### src/rtl/mem_wb_stage.sv
`default_nettype none
// ============================================================================
// Module   : mem_wb_stage
// Purpose  : MEM/WB pipeline register with writeback select and a
//            retired-instruction counter for the 5-stage MIPS pipeline.
// Revision : 1.0 - initial release
// ============================================================================
module mem_wb_stage #(
  parameter int DATA_WIDTH     = 32,
  parameter int REG_ADDR_WIDTH = 5,
  parameter int CNT_WIDTH      = 32
) (
  input  logic                      clk,
  input  logic                      reset,
  input  logic                      stall,
  input  logic                      flush,
  input  logic                      mem_valid,
  input  logic                      mem_reg_write,
  input  logic                      mem_to_reg,
  input  logic [DATA_WIDTH-1:0]     mem_alu_result,
  input  logic [DATA_WIDTH-1:0]     mem_read_data,
  input  logic [REG_ADDR_WIDTH-1:0] mem_write_reg,
  output logic                      wb_valid,
  output logic                      reg_write,
  output logic [REG_ADDR_WIDTH-1:0] write_reg,
  output logic [DATA_WIDTH-1:0]     result,
  output logic [CNT_WIDTH-1:0]      retired_count
);

  localparam logic [CNT_WIDTH-1:0] c_cnt_one = CNT_WIDTH'(1);

  logic                      r_wb_valid;
  logic                      r_reg_write;
  logic [REG_ADDR_WIDTH-1:0] r_write_reg;
  logic [DATA_WIDTH-1:0]     r_result;
  logic [CNT_WIDTH-1:0]      r_retired_count;

  logic                      w_reg_write;
  logic [DATA_WIDTH-1:0]     w_result;

  // Register $0 is hardwired to zero, so writes to it never reach the file.
  assign w_reg_write = mem_valid & mem_reg_write & (mem_write_reg != '0);
  assign w_result    = mem_to_reg ? mem_read_data : mem_alu_result;

  always_ff @(posedge clk) begin
    if (reset) begin
      r_wb_valid      <= 1'b0;
      r_reg_write     <= 1'b0;
      r_write_reg     <= '0;
      r_result        <= '0;
      r_retired_count <= '0;
    end else if (flush) begin
      r_wb_valid      <= 1'b0;
      r_reg_write     <= 1'b0;
      r_write_reg     <= '0;
      r_result        <= '0;
    end else if (!stall) begin
      r_wb_valid      <= mem_valid;
      r_reg_write     <= w_reg_write;
      r_write_reg     <= mem_write_reg;
      r_result        <= w_result;
      if (mem_valid) begin
        r_retired_count <= r_retired_count + c_cnt_one;
      end
    end
  end

  assign wb_valid      = r_wb_valid;
  assign reg_write     = r_reg_write;
  assign write_reg     = r_write_reg;
  assign result        = r_result;
  assign retired_count = r_retired_count;

endmodule
`default_nettype wire

### config.mk
export PLATFORM = sky130hd
export DESIGN_NAME = mem_wb_stage
export DESIGN_NICKNAME = d
export VERILOG_FILES = /design/src/rtl/mem_wb_stage.sv
export SDC_FILE = /design/constraint.sdc
export NUM_CORES = 1
export LEC_CHECK = 0
export ABC_AREA = 1
export CAP_MARGIN = 20
export CORE_MARGIN = 5
export CORE_UTILIZATION = 43
export CTS_CLUSTER_DIAMETER = 40
export DETAILED_ROUTE_END_ITERATION = 8
export GPL_TIMING_DRIVEN = 1
export PLACE_DENSITY = 0.9
export SLEW_MARGIN = 15
export SYNTH_ARGS = -nofsm -noshare
export SYNTH_HDL_FRONTEND = slang
export SYNTH_SLANG_ARGS = --single-unit
### constraint.sdc
create_clock -name clk -period 2.75 [get_ports clk]
set_clock_uncertainty 0.2 [all_clocks]
set_input_delay 0.55 -clock clk [delete_from_list [all_inputs] [get_ports clk]]
set_output_delay 0.55 -clock clk [all_outputs]
set_load 0.005 [all_outputs]
==> results of run 1 <==
-- cell usage in the layout (no fill, tap or decap), drive strengths merged --
cell,synthesis,routed
a211oi,3,3
a21oi,17,17
buf,8,6
bufinv,0,1
clkbuf,11,9
clkdlybuf4s50,0,146
clkinv,0,3
clkinvlp,0,2
dfxtp,71,71
ha,1,1
inv,85,86
mux2,32,32
nand2,72,72
nand3,36,36
nand4,11,11
nor2,134,134
nor3,4,4
o21a,1,1
o21ai,44,44
o21bai,1,1
xor2,4,4
-- where the power goes --
part / internal (mW) / total [mW] / leakage (nW) / switching [mW]
registers: 1.05 / 1.07 / 0.577 / 0.0154
clock network: 0.420 / 0.840 / 0.0956 / 0.420
logic: 0.202 / 0.330 / 1.65 / 0.127
-- critical path, stage by stage --
cell and delay [ns]:
clkdlybuf4s50_1 0.49, inv_6 0.11, nand2_4 0.05, nor2_4 0.31, nand3_2 0.17, nor2_2 0.22
nand2_1 0.10, o21ai_0 0.15, nor2_1 0.06
-- final timing paths --
path / start / end
max reg2reg: retired_count[1] / retired_count[14]
min reg2reg: write_reg[0] / write_reg[0]
max: stall / retired_count[14]
min: write_reg[0] / write_reg[0]
-- routing by layer --
metal / vias to the layer above / part of all wire / track usage
met5: - / 0 / 0
met3: 29 / 0.10 / 0.0785
met1: 1785 / 0.39 / 0.240
met2: 170 / 0.48 / 0.380
met4: 0 / 0.028 / 0.0847
li1: 1965 / - / -
-- kinds of logic after synthesis --
kind of cell               count (synthesis)  synth area share
AOI/OAI and AO/OA                         66            0.0926
buffers and inverters                    104             0.113
xor gates and xnor gates                   4           0.00946
and+or+nand+nor                          257             0.301
adders and majority gates                  1           0.00338
DFF                                       71             0.384
muxes                                     32            0.0974
-- area by class of cell --
type                    instances  area share
flip-flops and latches         71       0.260
inverters                      85      0.0593
repair buffers                152       0.280
well taps                     105      0.0240
clock buffers                   9      0.0227
multi-input cells             360       0.341
clock inverters                 7      0.0133
-- through the flow --
stage / worst slack, ns / hold slack [ns]
finish: 0.566 / 0.269
detailed placement: 0.239 / 0.260
global route: 0.345 / 0.293
global placement: 0.328 / 0.252
CTS: 0.599 / 0.272
floorplan: 0.994 / 0.260
==> metrics.md, run 1 <==
| Metric | Value |
|---|---|
| Netlist Area Pre-Place | 3700 µm² |
| Rows | 33 |
| Crit path max fanout | 12 |
| Placed cell area | 5270 µm² |
| Leading post-synthesis cells by cell area | dfxtp_1, nor2_1, inv_1 |
| Leakage Power | 2.33 nW |
| Slew @ Worst Pin | 0.433 ns |
| Post-synth top flop | dfxtp_1 |
| Worst setup path class | input pin to flop |
| Critical Path End Type | flop |
| First-pass GRT wire length | 18.2 mm |
| Multi-input logic area | 1860 µm² |
| Slew Limit Fails | 0 |
| Share of the synthesized area in the top cell type | 0.384 |
| Synth Instances | 535 |
| Register-to-Register Path Depth | 8 |
| Commonest cells post-synth | nor2_1, inv_1, dfxtp_1, nand2_1, o21ai_0 |
| Post-synth EDFFs | 0 |
| Clock Latency Late Sink | 0.34 ns |
| Post-synth top area cell | dfxtp_1 |
| RSZ-0062 raised after global routing | false |
| Synth unique cells | 28 |
| Cts repair resizes | 0 |
| IO Pins | 147 |
| Vias per inst | 5.01 |
| GPL Wtd Cong | 0.893 |
| Placed Instances | 773 |
| Most frequent cell after synthesis | nor2_1 |
| Maximum root-to-sink buffer count | 2 |
| Worst slew margin | 0.711 |
| Fillers | 712 |
| Ant diodes | 0 |
| Die W | 103 µm |
| Antenna-violating nets left | 0 |
| Tmin final | 2.18 ns |
| Critical Path RT | 2.79 ns |
| FF-to-FF setup slack | 0.93 ns |
| Antenna violations before repair | 0 |
| Hold path depth | 2 |
| Outcome | completed |
| Worst hold path type | flop to flop |
| Initial DRT Pass Iterations | 4 |
| Starting density of the core | 0.446 |
| Via count | 3949 |
| TritonCTS clock tree | yes |
| Detailed placement HPWL | 8.74 mm |
| Seq/Total Area, Yosys | 0.384 |
| DR WL/cell | 14.3 µm |
| Num CTS Buffers | 9 |
| Largest net degree at the start of global routing | 42 |
| Max Clk Rate | 458 MHz |
| Core area | 8300 µm² |
| Post-Syn Nets | 612 |
| Max-cap check violation count | 0 |
| Power density over the cells | 409 nW/µm² |
| TNS Setup | 0 ns |
| DRC viols | 0 |
| Avg Synthesized Cell Area | 6.92 µm² |
| P&R area growth vs syn | 47.7% |
| CP Launch Type | input pin |
| Synth Warn # | 0 |
| Hold bufs inserted after CTS | 0 |
| H-tree levels | 3 |
| Final Power | 2.24 mW |
| Die H | 103 µm |
| Overflow after GRT | 0 |
| Ratio of cells with drive above 1 in the final layout | 0.0980 |
| Clock Sinks | 71 |
| Fin util | 0.659 |
| Count of input and output buffers | 146 |
| Worst vdd ir | 262 µV |
| GRT Overall Usage | 0.217 |
| Nets@finish | 756 |
| Postcts setup bufs | 0 |
| 1st-iter DRT viols | 151 |
| Final Hold Vio Count | 0 |
| CP arrival | 2.22 ns |
| Ys async rst share | 0 |
| Full die area | 10600 µm² |
| Final period util | 0.794 |
| Clk pin slew, worst setup/hold paths | 0.08 ns |
| Final non-filler cell area | 5470 µm² |
| FF+latch area | 1420 µm² |
| Final non-filler cell total | 789 |
| Final setup viols | 0 |
| Vias in the first global route | 4018 |
| Root Buffer | clkbuf_8 |
| Final wirelength | 11.3 mm |
| Flops & latches, synth | 71 |
Power figures use the tool's default switching activity.
==> run 2, diff against run 1 <==
--- a/config.mk
+++ b/config.mk
@@ -8,11 +8,11 @@
 export ABC_AREA = 1
 export CAP_MARGIN = 20
 export CORE_MARGIN = 5
-export CORE_UTILIZATION = 43
+export CORE_UTILIZATION = 40
 export CTS_CLUSTER_DIAMETER = 40
 export DETAILED_ROUTE_END_ITERATION = 8
 export GPL_TIMING_DRIVEN = 1
-export PLACE_DENSITY = 0.9
+export PLACE_DENSITY = 0.89
 export SLEW_MARGIN = 15
 export SYNTH_ARGS = -nofsm -noshare
 export SYNTH_HDL_FRONTEND = slang
==> constraint.sdc (replaced) <==
create_clock -name clk -period 2 [get_ports clk]
set_clock_uncertainty 0.2 [all_clocks]
set_input_delay 0.4 -clock clk [delete_from_list [all_inputs] [get_ports clk]]
set_output_delay 0.4 -clock clk [all_outputs]
set_load 0.005 [all_outputs]
==> run 2 against run 1 <==
Clock-buffer cell count rose by 3. Total power rose by 47%. Die area rose by 6.8%. Via count rose by 2.1%. Critical path type is now flop to output port. Wire length fell by 2.8%. Core utilization fell by 4.3 points.
==> metrics.md, run 2 (synthesis results as in run 1) <==
| Metric | Value |
|---|---|
| Crit-path leading delay family | buffers and inverters (was simple AND/OR/NAND/NOR gates) |
| Overflow after GRT | 0 (unchanged) |
| Core area | 9110 µm² (was 8300 µm²) |
| Clk pwr share | 0.413 (was 0.375) |
| Leakage Power | 2.40 nW (was 2.33 nW) |
| Antenna-violating nets left | 0 (unchanged) |
| GPL Wtd Cong | 0.907 (was 0.893) |
| Critical path buffers and inverters | 1 (was 2) |
| Power density over the cells | 585 nW/µm² (was 409 nW/µm²) |
| Initial DRT Pass Iterations | 6 (was 4) |
| Rows | 35 (was 33) |
| HP Start | write_reg[4] (was write_reg[0]) |
| Detailed placement HPWL | 8.56 mm (was 8.74 mm) |
| Slew @ Worst Pin | 0.401 ns (was 0.433 ns) |
| Final Hold Vio Count | 0 (unchanged) |
| Critical Path RT | 1.40 ns (was 2.79 ns) |
| Largest net degree at the start of global routing | 40 (was 42) |
| Antenna violations before repair | 0 (unchanged) |
| GRT Overall Usage | 0.194 (was 0.217) |
| Min setup slack post-route | 0.0755 ns (was 0.566 ns) |
| Vias in the first global route | 3901 (was 4018) |
| Slowest-stage cell, CP | clkdlybuf4s50_1 (unchanged) |
| Count of input and output buffers | 146 (unchanged) |
| Worst vdd ir | 359 µV (was 262 µV) |
| Final period util | 0.962 |
| Reg2reg end | retired_count[30] (was retired_count[14]) |
| H-tree levels | 3 (unchanged) |
| Full die area | 11300 µm² (was 10600 µm²) |
| Slew Limit Fails | 0 (unchanged) |
| Pre-CTS setup slack | -0.206 ns (was 0.239 ns) |
| P&R area growth vs syn | 51.5% (was 47.7%) |
| RSZ-0062 raised after global routing | false (unchanged) |
| FF-to-FF setup slack | 0.18 ns (was 0.93 ns) |
| P_int | 2.54 mW (was 1.68 mW) |
| Fillers | 761 (was 712) |
| Worst hold path type | flop to flop (unchanged) |
| Share of power burned in registers | 0.447 (was 0.477) |
| Critical Path End Type | output port (was flop) |
| Switch Pwr | 0.740 mW (was 0.563 mW) |
| Register-to-Register Path Depth | 8 (unchanged) |
| Most common cell after layout, fill and taps aside | clkdlybuf4s50_1 (unchanged) |
| Worst setup path class | flop to output port (was input pin to flop) |
| TritonCTS clock tree | yes (unchanged) |
| Clk pin slew, worst setup/hold paths | 0.08 ns (about the same) |
| Starting density of the core | 0.406 (was 0.446) |
| Postcts setup bufs | 0 (unchanged) |
| 1st-iter DRT viols | 214 (was 151) |
| Hold bufs inserted after CTS | 0 (unchanged) |
| Logic pwr share | 0.140 (was 0.147) |
| Nets@finish | 765 (was 756) |
| Ant diodes | 0 (unchanged) |
| CP Launch Type | flop (was input pin) |
| Outcome | completed (unchanged) |
| IO Pins | 147 (unchanged) |
| Crit path max fanout | 5 (was 12) |
| Root Buffer | clkbuf_8 (unchanged) |
| DRC viols | 0 (unchanged) |
| Hold Path End | write_reg[4] (was write_reg[0]) |
| Ratio of cells with drive above 1 in the final layout | 0.118 (was 0.0980) |
| Switch share | 0.225 (was 0.251) |
| Die W | 106 µm (was 103 µm) |
| CP arrival | 1.32 ns (was 2.22 ns) |
| Maximum root-to-sink buffer count | 2 (unchanged) |
| Worst slew margin | 0.733 (was 0.711) |
| DR WL/cell | 13.6 µm (was 14.3 µm) |
| Vias per inst | 5.01 (about the same) |
| Critical R2R Launch | retired_count[1] (unchanged) |
| CP startpoint | retired_count[7] (was stall) |
| Final setup viols | 0 (unchanged) |
| Die H | 106 µm (was 103 µm) |
| Clock Latency Late Sink | 0.34 ns (about the same) |
| Clock Sinks | 71 (unchanged) |
| Final wirelength | 10.9 mm (was 11.3 mm) |
| First-pass GRT wire length | 18.0 mm (was 18.2 mm) |
| Via count | 4030 (was 3949) |
| Worst path cell trace | clkdlybuf4s50_1 (was clkdlybuf4s50_1 > inv_6 > nand2_4 > nor2_4 > nand3_2 > nor2_2 > nand2_1 > o21ai_0 > nor2_1) |
| Tmin final | 1.92 ns |
| Hold path depth | 2 (unchanged) |
| Fin util | 0.616 (was 0.659) |
| FF+latch area | 1430 µm² (was 1420 µm²) |
| Levels on crit path | 1 (was 9) |
| Max Clk Rate | 520 MHz |
| Critical Path Max Stage Delay | 0.54 ns (was 0.49 ns) |
| Num CTS Buffers | 9 (unchanged) |
| Most frequent cells in the layout | clkdlybuf4s50_1, nor2_1, inv_1 (unchanged) |
| Max-cap check violation count | 0 (unchanged) |
| Multi-input logic area | 1860 µm² (unchanged) |
-- run 2: cell types whose count changed in the layout (fill, tap and decap cells not counted), sizes merged --
| cell | previous run | this run |
|---|---|---|
| clkinvlp | 2 | 1 |
| clkinv | 3 | 1 |
| buf | 6 | 15 |
| bufinv | 1 | 2 |
| inv | 86 | 85 |
| clkbuf | 9 | 12 |
-- run 2: layout make-up --
| cell class | instances | share of cell area |
|---|---|---|
| Inverter | 85 | 0.0578 |
| Clock inverter | 4 | 0.0136 |
| Clock buffer | 12 | 0.0295 |
| Sequential cell | 71 | 0.255 |
| Timing Repair Buffer | 161 | 0.287 |
| Tap cell | 111 | 0.0248 |
| Multi-Input combinational cell | 360 | 0.332 |
-- run 2: metrics by stage --
| stage | std cells | power (mW) | instance area (µm²) | TNS [ns] | hold WS (ns) |
|---|---|---|---|---|---|
| 2_1_floorplan | 535 | 1.68 | 3700 | 0 | 0.260 |
| 5_1_grt | 804 | 3.43 | 5610 | 0 | 0.289 |
| 4_1_cts | 804 | 3.31 | 5600 | 0 | 0.272 |
| 6_report | 804 | 3.28 | 5610 | 0 | 0.272 |
| 3_5_place_dp | 788 | 1.96 | 5360 | -3.10 | 0.260 |
| 3_3_place_gp | 788 | 1.94 | 5360 | -1.61 | 0.254 |
-- run 2: routing by layer --
layer | global-route usage | routed length [µm]
met5 | 0 | 0
met4 | 0.0601 | 148
met3 | 0.0862 | 1400
met2 | 0.341 | 5230
met1 | 0.209 | 4170
-- run 2: power by group through the flow --
stage / Sequential (mW) / Combinational [mW] / Clock, mW
after floorplan: 1.50 / 0.178 / 0
after global placement: 1.50 / 0.446 / 0
after detailed placement: 1.50 / 0.456 / 0
after CTS: 1.47 / 0.459 / 1.38
after global routing: 1.47 / 0.496 / 1.46
final: 1.47 / 0.458 / 1.36
-- run 2: timing repair --
action	4_1_cts	5_1_grt
setup endpoints to repair	0	6
endpoints found under the hold margin	0	0
resized for setup	0	6
-- run 2: worst max path at each step --
stage / end / slack (ns)
2_1_floorplan: result[21] / 0.39
3_3_place_gp: retired_count[14] / -0.13
3_5_place_dp: retired_count[16] / -0.21
4_1_cts: retired_count[26] / 0.02
5_1_grt: retired_count[7] / 0.007
6_report: retired_count[7] / 0.08
